<file path="src/rtl/uart_tx_fifo_if.sv">
// Purpose: bus/transmitter bundle for uart_tx_fifo (write side, launch handshake, status).
// Latency: n/a (wires only).
// Backpressure: none here; the FIFO flags full/overflow and waits on tx_rdy.
// Ports: wr_en/wr_data/ovf_clr/tx_rdy come from the bus side and the transmitter;
//        din/din_rdy/full/empty/count/overflow are driven by the FIFO.
interface uart_tx_fifo_if #(
    parameter int DEPTH_LOG2 = 4
);
    logic                  wr_en;
    logic [7:0]            wr_data;
    logic                  ovf_clr;
    logic                  tx_rdy;
    logic [7:0]            din;
    logic                  din_rdy;
    logic                  full;
    logic                  empty;
    logic [DEPTH_LOG2:0]   count;
    logic                  overflow;

    modport master (
        output wr_en, wr_data, ovf_clr, tx_rdy,
        input  din, din_rdy, full, empty, count, overflow
    );

    modport slave (
        input  wr_en, wr_data, ovf_clr, tx_rdy,
        output din, din_rdy, full, empty, count, overflow
    );
endinterface

</file>
<file path="src/rtl/uart_tx_fifo.sv">
// Purpose: circular byte FIFO feeding a UART transmitter, one launch pulse per byte.
// Latency: write at edge k into empty FIFO -> din_rdy/din after k+1, pop at k+2.
// Backpressure: writes while full are dropped (sticky overflow); launches wait for tx_rdy to cycle low->high.
// Ports: clk, rst (async active-low), bus (uart_tx_fifo_if.slave).
module uart_tx_fifo #(
    parameter int DEPTH_LOG2 = 4
) (
    input logic           clk,
    input logic           rst,
    uart_tx_fifo_if.slave bus
);
    localparam int DEPTH = 1 << DEPTH_LOG2;
    localparam logic [DEPTH_LOG2:0]   CNT_FULL = (DEPTH_LOG2 + 1)'(DEPTH);
    localparam logic [DEPTH_LOG2:0]   CNT_ONE  = (DEPTH_LOG2 + 1)'(1);
    localparam logic [DEPTH_LOG2-1:0] PTR_ONE  = DEPTH_LOG2'(1);

    typedef enum logic [1:0] {IDLE, ISSUE, WAIT_LOW, WAIT_HIGH} state_t;

    state_t                state_q, state_d;
    logic [7:0]            mem_q [DEPTH];
    logic [DEPTH_LOG2-1:0] wr_ptr_q, wr_ptr_d;
    logic [DEPTH_LOG2-1:0] rd_ptr_q, rd_ptr_d;
    logic [DEPTH_LOG2:0]   count_q, count_d;
    logic                  ovf_q, ovf_d;
    logic [7:0]            din_q, din_d;
    logic                  din_rdy_q, din_rdy_d;

    logic full, empty, wr_ok, launch, pop;

    assign full  = (count_q == CNT_FULL);
    assign empty = (count_q == '0);
    // full is the pre-edge value, so a write is dropped even if a pop lands on the same edge
    assign wr_ok = bus.wr_en && !full;

    // ---------------- launch FSM: state register ----------------
    always_ff @(posedge clk or negedge rst) begin
        if (!rst) begin
            state_q <= IDLE;
        end else begin
            state_q <= state_d;
        end
    end

    // ---------------- launch FSM: next state ----------------
    // WAIT_LOW confirms the transmitter latched the byte; WAIT_HIGH covers the
    // frame and its inter-frame gap before the next byte may be offered.
    always_comb begin
        state_d = state_q;
        case (state_q)
            IDLE:      if (!empty && bus.tx_rdy) state_d = ISSUE;
            ISSUE:     state_d = WAIT_LOW;
            WAIT_LOW:  if (!bus.tx_rdy) state_d = WAIT_HIGH;
            WAIT_HIGH: if (bus.tx_rdy) state_d = IDLE;
            default:   state_d = IDLE;
        endcase
    end

    // ---------------- launch FSM: outputs ----------------
    always_comb begin
        launch    = (state_q == IDLE) && !empty && bus.tx_rdy;
        pop       = (state_q == ISSUE);
        din_rdy_d = launch;
        din_d     = launch ? mem_q[rd_ptr_q] : din_q;
    end

    // ---------------- pointers, count, overflow ----------------
    always_comb begin
        wr_ptr_d = wr_ok ? wr_ptr_q + PTR_ONE : wr_ptr_q;
        rd_ptr_d = pop   ? rd_ptr_q + PTR_ONE : rd_ptr_q;
        case ({wr_ok, pop})
            2'b10:   count_d = count_q + CNT_ONE;
            2'b01:   count_d = count_q - CNT_ONE;
            default: count_d = count_q;
        endcase
        // a dropped write outranks a same-edge clear
        if (bus.wr_en && full) begin
            ovf_d = 1'b1;
        end else if (bus.ovf_clr) begin
            ovf_d = 1'b0;
        end else begin
            ovf_d = ovf_q;
        end
    end

    always_ff @(posedge clk or negedge rst) begin
        if (!rst) begin
            wr_ptr_q  <= '0;
            rd_ptr_q  <= '0;
            count_q   <= '0;
            ovf_q     <= 1'b0;
            din_q     <= 8'h00;
            din_rdy_q <= 1'b0;
        end else begin
            wr_ptr_q  <= wr_ptr_d;
            rd_ptr_q  <= rd_ptr_d;
            count_q   <= count_d;
            ovf_q     <= ovf_d;
            din_q     <= din_d;
            din_rdy_q <= din_rdy_d;
        end
    end

    // storage needs no reset; entries are only read after being written
    always_ff @(posedge clk) begin
        if (wr_ok) begin
            mem_q[wr_ptr_q] <= bus.wr_data;
        end
    end

    assign bus.din      = din_q;
    assign bus.din_rdy  = din_rdy_q;
    assign bus.full     = full;
    assign bus.empty    = empty;
    assign bus.count    = count_q;
    assign bus.overflow = ovf_q;
endmodule
</file>
<file path="src/flat_wrapper.sv">
// flat-port wrapper written by rule: the top's interface ports become plain ports
module uart_tx_fifo_flat 
#(
    parameter int DEPTH_LOG2 = 4
)
  (clk, rst, bus_wr_en, bus_wr_data, bus_ovf_clr, bus_tx_rdy, bus_din, bus_din_rdy, bus_full, bus_empty, bus_count, bus_overflow);
  uart_tx_fifo_if #(.DEPTH_LOG2(DEPTH_LOG2)) bus_i ();
  input logic clk;
  input logic rst;
  input wire logic [$bits(bus_i.wr_en)-1:0] bus_wr_en;
  input wire logic [$bits(bus_i.wr_data)-1:0] bus_wr_data;
  input wire logic [$bits(bus_i.ovf_clr)-1:0] bus_ovf_clr;
  input wire logic [$bits(bus_i.tx_rdy)-1:0] bus_tx_rdy;
  output wire logic [$bits(bus_i.din)-1:0] bus_din;
  output wire logic [$bits(bus_i.din_rdy)-1:0] bus_din_rdy;
  output wire logic [$bits(bus_i.full)-1:0] bus_full;
  output wire logic [$bits(bus_i.empty)-1:0] bus_empty;
  output wire logic [$bits(bus_i.count)-1:0] bus_count;
  output wire logic [$bits(bus_i.overflow)-1:0] bus_overflow;
  assign bus_i.wr_en = bus_wr_en;
  assign bus_i.wr_data = bus_wr_data;
  assign bus_i.ovf_clr = bus_ovf_clr;
  assign bus_i.tx_rdy = bus_tx_rdy;
  assign bus_din = bus_i.din;
  assign bus_din_rdy = bus_i.din_rdy;
  assign bus_full = bus_i.full;
  assign bus_empty = bus_i.empty;
  assign bus_count = bus_i.count;
  assign bus_overflow = bus_i.overflow;
  uart_tx_fifo #(.DEPTH_LOG2(DEPTH_LOG2)) u_core (.clk(clk), .rst(rst), .bus(bus_i));
endmodule
</file>
<file path="config.mk">
export PLATFORM = sky130hd
export DESIGN_NAME = uart_tx_fifo_flat
export DESIGN_NICKNAME = d
export VERILOG_FILES = /design/src/rtl/uart_tx_fifo_if.sv /design/src/rtl/uart_tx_fifo.sv /design/src/flat_wrapper.sv
export SDC_FILE = /design/constraint.sdc
export NUM_CORES = 1
export LEC_CHECK = 0
export BUFFER_PORTS_ARGS = -buffer_cell sky130_fd_sc_hd__buf_2
export CAP_MARGIN = 20
export CORE_ASPECT_RATIO = 0.75
export CORE_MARGIN = 5
export CORE_UTILIZATION = 45
export CTS_CLUSTER_DIAMETER = 200
export DETAILED_ROUTE_END_ITERATION = 8
export SLEW_MARGIN = 20
export SYNTH_ARGS = -nofsm -noshare
export SYNTH_HDL_FRONTEND = slang
export SYNTH_SLANG_ARGS = --single-unit
export TNS_END_PERCENT = 30
</file>
<file path="constraint.sdc">
create_clock -name clk -period 3.5 [get_ports clk]
set_clock_uncertainty 0.2 [all_clocks]
set_input_delay 0.7 -clock clk [delete_from_list [all_inputs] [get_ports clk]]
set_output_delay 0.7 -clock clk [all_outputs]
set_load 0.02 [all_outputs]
</file>
Word-level counts from Yosys, hierarchy flattened
Memories as Yosys holds them, arrays and structs flattened. A register that Yosys moved wholly into a read port is not among the register bits.
Index checks and enable logic that the tools add are counted.
Storage, ports and cells
  memory bits (read-only): 0
  memories: 1
  flip-flop bits (word level): 17
  memory bits (writable): 128
  word-level logic and storage cells: 42
  latch bits: 0
  output and inout port bits: 17
  input bits: 13
Cells by class
  multipliers: 0
  bitwise gates (word level): 0
  equality and inequality tests: 9
  order comparisons: 0
  reduce and logical (&&, ||, !) cells: 13
  muxes and demuxes: 9
  shifts and indexed selects: 0
  add/sub/neg operators: 4
  divide/modulo/power cells: 0
Memories
  u_core.mem_q: depth 16, bits a word 8, rd ports 1, clocked after Yosys merged registers in 1, wr ports 1, RTL line uart_tx_fifo.sv:20  | logic [7:0] mem_q [DEPTH];
Operators with widths (count)
  one-hot mux 5 bit (2 select lines): 1
  adder 4 x 1 -> 4 bit, second input constant: 2
  one-hot mux 2 bit (4 select lines): 1
  equality test 2 bit, second input constant: 3
  two-way mux 2 bit: 3
  adder 5 x 1 -> 5 bit, second input constant: 1
  equality test 5 bit, second input constant: 1
  logical AND 1 bit: 5
  zero test 5 bit: 1
  subtractor 5 x 1 -> 5 bit, second input constant: 1
  equality test 2 x 1 -> 1 bit, second input constant: 2
  two-way mux 1 bit: 4
  != test 2 bit, second input constant: 2
  nonzero test 2 bit: 2
  zero test 1 bit: 3
  AND reduction 3 bit: 1
  zero test 2 bit: 1
  != test 2 x 1 -> 1 bit, second input constant: 1

Logic depth before layout (Yosys ltp)
  depth in word-level cells: 5
  gate-level depth with buffers: 13
  mapped depth without buffers: 10

Least setup slack after synthesis
No wires, ideal clock.
  path type: register -> register
  start: reg u_core.count_q[1] (netlist: u_core.bus.count[1])
  end: reg u_core.count_q[4] (netlist: u_core.bus.count[4])
  data required time: 3.219 ns
  path buffers: 3
  period minus slack after synthesis: 3.388 ns
  stages on the path, launching flop included: 14
  setup time: 0.081 ns
  slack: 0.112 ns
  arrival time: 3.107 ns
  cell sequence: dfrtp_1 buf_6 or3_4 o31a_2 clkbuf_1 inv_1 ha_1 clkbuf_1 xor2_1 ha_1 a21boi_0 o32ai_1 nor4b_1 xnor2_1
On the way
  longest elaborated chain between the ends: 5
  elaborated cells between the ends (all ways): 9
  classes of those cells: add/sub (2); eq/ne (3); mux (1); reduce/logical (3)
RTL lines
  start, declared: RTL line uart_tx_fifo.sv:23  | logic [DEPTH_LOG2:0] count_q, count_d;
  start signal, assigned: RTL line uart_tx_fifo.sv:96  | count_q <= count_d;
  equality test 5 bit: RTL line uart_tx_fifo.sv:30  | assign full = (count_q == CNT_FULL);
  zero test 1 bit: RTL line uart_tx_fifo.sv:33  | assign wr_ok = bus.wr_en && !full;
  logical AND 1 bit: RTL line uart_tx_fifo.sv:33
  equality test 2 x 1 -> 1 bit / equality test 2 bit (equally long branches): RTL line uart_tx_fifo.sv:70  | case ({wr_ok, pop})
  one-hot mux 5 bit (2 select lines) / nonzero test 2 bit (equally long branches)
Several ways; a longest one is shown, not always the timed one.
A chain may end at the register's enable or synchronous reset.

Final worst setup path
Ends and elaborated chain as after synthesis.

==> flow_summary_export.csv <==
group,metric,value,unit
worst_setup_path,path_buf_inv,1,
final_layout,seqCellArea,4470,sq um
die,die_y,112,um
logic_synthesis,ys_types,38,
power_and_ir_drop,power_density,838,nW/um^2
clock_tree,cts-root-buf,"clkbuf_16",
clock_tree,cts_buffer_depth,2,
timing,slew_headroom,54.2,%
worst_setup_path,end_kind,"flip-flop",
logic_synthesis,synth_area_leaders,"edfxtp_1 (61%), mux4_2 (11%), dfrtp_1 (9.9%)",
clock_tree,cts.clk_slew.worst_paths,0.06,ns
clock_tree,cts_tree,"built",
clock_tree,htreeDepth,4,
final_layout,multi_input_area,1690,sq um
drt,via_per_inst,5.47,
grt,grt_usage,16.4,%
clock_tree,cts_buffers,17,
final_layout,fin_area,7280,sq um
grt,grt_pass1_wl,19.9,mm
timing,setup_violations,0,
timing,setup_tns,0,ns
die,fp.dieArea,16500,sq um
placement,placed_cells,546,
grt,grt-ovfl-total,0,
drt,ant_nets,0,
clock_tree,cts_setup_buffers,0,
logic_synthesis,synth_top_cell_by_area,"edfxtp_1",
logic_synthesis,synthArstFlopShare,16.3,%
die,row_count,37,
drt,post_drt_wl_per_cell,21.5,um
worst_setup_path,r2r-start,"u_core.bus.count[1]",
clock_tree,worstSkewPairLatency,0.41,ns
worst_setup_path,crit_family,"simple AND/OR/NAND/NOR gates",
die,core,13700,sq um
die,start_util,46.0,%
worst_setup_path,cp.arrival,3.41,ns
final_layout,antenna_cells,0,
die,ios,30,
worst_setup_path,crit_chain,"or3_4 > o31a_2 > inv_1 > ha_2 > xor2_1 > ha_1 > a21boi_0 > o32ai_1 > nor4b_1 > xnor2_1",
drt,detail_route.drc_violations,0,
final_layout,drive_gt1_share,33.0,%
die,fp.dieW,147,um
worst_setup_path,cp_max_fo,13,
timing,worst_pin_slew,0.687,ns
worst_setup_path,critPathSlowestCell,"dfrtp_1",
timing,finalHoldViolCount,0,
worst_setup_path,reg2reg_depth,10,
logic_synthesis,ys.flop_type,"edfxtp_1",
grt,grt_max_degree,26,
logic_synthesis,ys_ff_latch,153,
final_layout,fin_cells,578,
drt,routed_wl,12.4,mm
placement,post-dp-hpwl,8.39,mm
run,maxCapViolCount,0,
logic_synthesis,netlist_area,6300,sq um
timing,drv_slew,0,
timing,fin_crit_sh,93.6,%
logic_synthesis,synth.avg_cell_area,18.5,sq um
final_layout,fin_util,53.2,%
final_layout,syn_to_final_growth,15.7,%
timing,whs,0.0985,ns
drt,num_vias,3159,
grt,antenna_found_initial,0,
placement,portBuffers,29,
timing,rsz0062_at_grt,"false",
power_and_ir_drop,vdd_drop_max,357,uV
worst_setup_path,start_kind,"flip-flop",
placement,place.gp.congestion,0.757,
hold_path,hold_path.class,"in -> async",
final_layout,fillers,1082,
timing,post-route-min-period,3.28,ns
logic_synthesis,syn_nets,367,
drt,dr.pass1.iters,4,
logic_synthesis,synth_cells,340,
logic_synthesis,synth_edf_count,128,
final_layout,nets,417,
outcome,outcome,"finished, final reports clean",
logic_synthesis,ys_seq_area_share,71.0,%
grt,grt_pass1_vias,3375,
worst_setup_path,r2r_end,"u_core.bus.count[4]",
logic_synthesis,synth_top_cell_area_share,61.0,%
worst_setup_path,worstSetupPathType,"reg -> reg",
drt,drt_iter0_drc,283,
worst_setup_path,cp_slowest_stage_delay,0.47,ns
worst_setup_path,reg2reg_slack,0.22,ns
placement,dpl_cell_area,6730,sq um
timing,fmax,0.305,GHz
worst_setup_path,worstPathRequired,3.64,ns
clock_tree,cts_sinks,153,
logic_synthesis,yosys_warnings,0,
power_and_ir_drop,p_leak,0.00256,uW
-- timing repair --
item,4_1_cts,5_1_grt
endpoints found under the setup margin,0,1
gates resized for setup,0,1
hold buffers,0,0
-- cell usage after synthesis (3+ instances only) --
cell type,instances
mux2i_1,9
ha_1,14
edfxtp_1,128
a221oi_2,8
mux2_2,4
nor3_1,7
xor2_1,4
inv_1,9
o21ai_0,5
buf_2,5
buf_6,3
nand2b_1,5
nand2_1,9
o22ai_1,8
mux4_2,32
clkbuf_1,10
dfrtp_1,25
nor2_1,23
buf_1,3
xnor2_1,7
-- cell families (layout without fill, tap and decap cells) --
| logic type | count (synthesis) | in the layout | synth area share (%) |
|---|---|---|---|
| AOI/OAI and AO/OA | 30 | 30 | 4.27 |
| xor gates and xnor gates | 11 | 11 | 1.53 |
| adders and majority gates | 14 | 14 | 2.78 |
| buffers and inverters | 30 | 93 | 2.25 |
| DFF | 153 | 153 | 71.0 |
| muxes | 45 | 45 | 13.6 |
| and+or+nand+nor | 57 | 57 | 4.61 |
-- where the power goes --
part | switching, uW | internal [uW] | total [uW]
Clock | 714 | 980 | 1690
Combinational | 951 | 874 | 1830
Sequential | 311 | 2270 | 2580
Total | 1980 | 4130 | 6100
-- cell usage in the layout (no fill, tap or decap), types with 2 or more instances in the layout --
cell	synthesis	layout
a21oi_1	2	2
a221oi_2	8	8
buf_2	5	29
buf_4	0	23
clkbuf_16	0	17
clkinv_1	0	3
clkinv_4	0	5
dfrtp_1	25	24
edfxtp_1	128	128
ha_1	14	13
inv_1	9	9
inv_6	0	3
mux2_2	4	4
mux2i_1	9	9
mux4_2	32	32
nand2_1	9	9
nand2b_1	5	5
nand4_1	2	2
nor2_1	23	23
nor3_1	7	7
nor3b_1	2	2
nor4b_1	2	2
o21ai_0	5	5
o22ai_1	8	8
xnor2_1	7	7
xor2_1	4	4
-- final cells by class --
type | count | area share, %
Sequential cell | 153 | 61.4
Clock buffer | 18 | 5.89
Timing Repair Buffer | 52 | 4.36
Tap cell | 175 | 3.01
Inverter | 9 | 0.464
Clock inverter | 14 | 1.70
Multi-Input combinational cell | 157 | 23.2
-- worst reg2reg max path: cells and delay by family, from the launching register on --
| family | cells | cell delay, ns |
|---|---|---|
| adders and majority gates | 2 | 0.54 |
| xor gates and xnor gates | 2 | 0.34 |
| buffers and inverters | 1 | 0.11 |
| AOI/OAI and AO/OA | 3 | 0.74 |
| DFF | 1 | 0.47 |
| and+or+nand+nor | 2 | 0.81 |
-- stage by stage --
step / setup slack [ns] / power (uW)
after floorplan: 0.112 / 3910
final: 0.224 / 6100
after global placement: 0.276 / 4430
after CTS: 0.114 / 6180
after global routing: 0.0599 / 6460
after detailed placement: 0.129 / 4480
-- layer usage --
layer | vias up | global-route usage (%) | wire [um]
met5 | - | 0 | 0
met3 | 6 | 4.96 | 610
met4 | 0 | 3.70 | 81
met1 | 1645 | 23.7 | 5990
met2 | 62 | 24.6 | 5750
li1 | 1446 | - | -
-- sequential cells by signal (all words and copies together) (netlist names) --
| register | flops |
|---|---|
| u_core.bus.count | 5 |
| u_core.bus.din | 8 |
| u_core.bus.din_rdy | 1 |
| u_core.bus.overflow | 1 |
| u_core.mem_q | 128 |
| u_core.rd_ptr_q | 4 |
| u_core.state_q | 2 |
| u_core.wr_ptr_q | 4 |
-- how the worst max path moves through the flow --
stage	startpoint	to	slack [ns]	cells past startpoint
2_1_floorplan	u_core.bus.count[1]	u_core.bus.count[4]	0.11	13
3_3_place_gp	u_core.bus.count[1]	u_core.bus.count[4]	0.28	10
3_5_place_dp	u_core.bus.count[1]	u_core.bus.count[4]	0.13	10
4_1_cts	u_core.bus.count[1]	u_core.bus.count[4]	0.11	10
5_1_grt	u_core.bus.count[1]	u_core.bus.count[4]	0.06	10
6_report	u_core.bus.count[1]	u_core.bus.count[4]	0.22	10
Power figures use the tool's default switching activity.
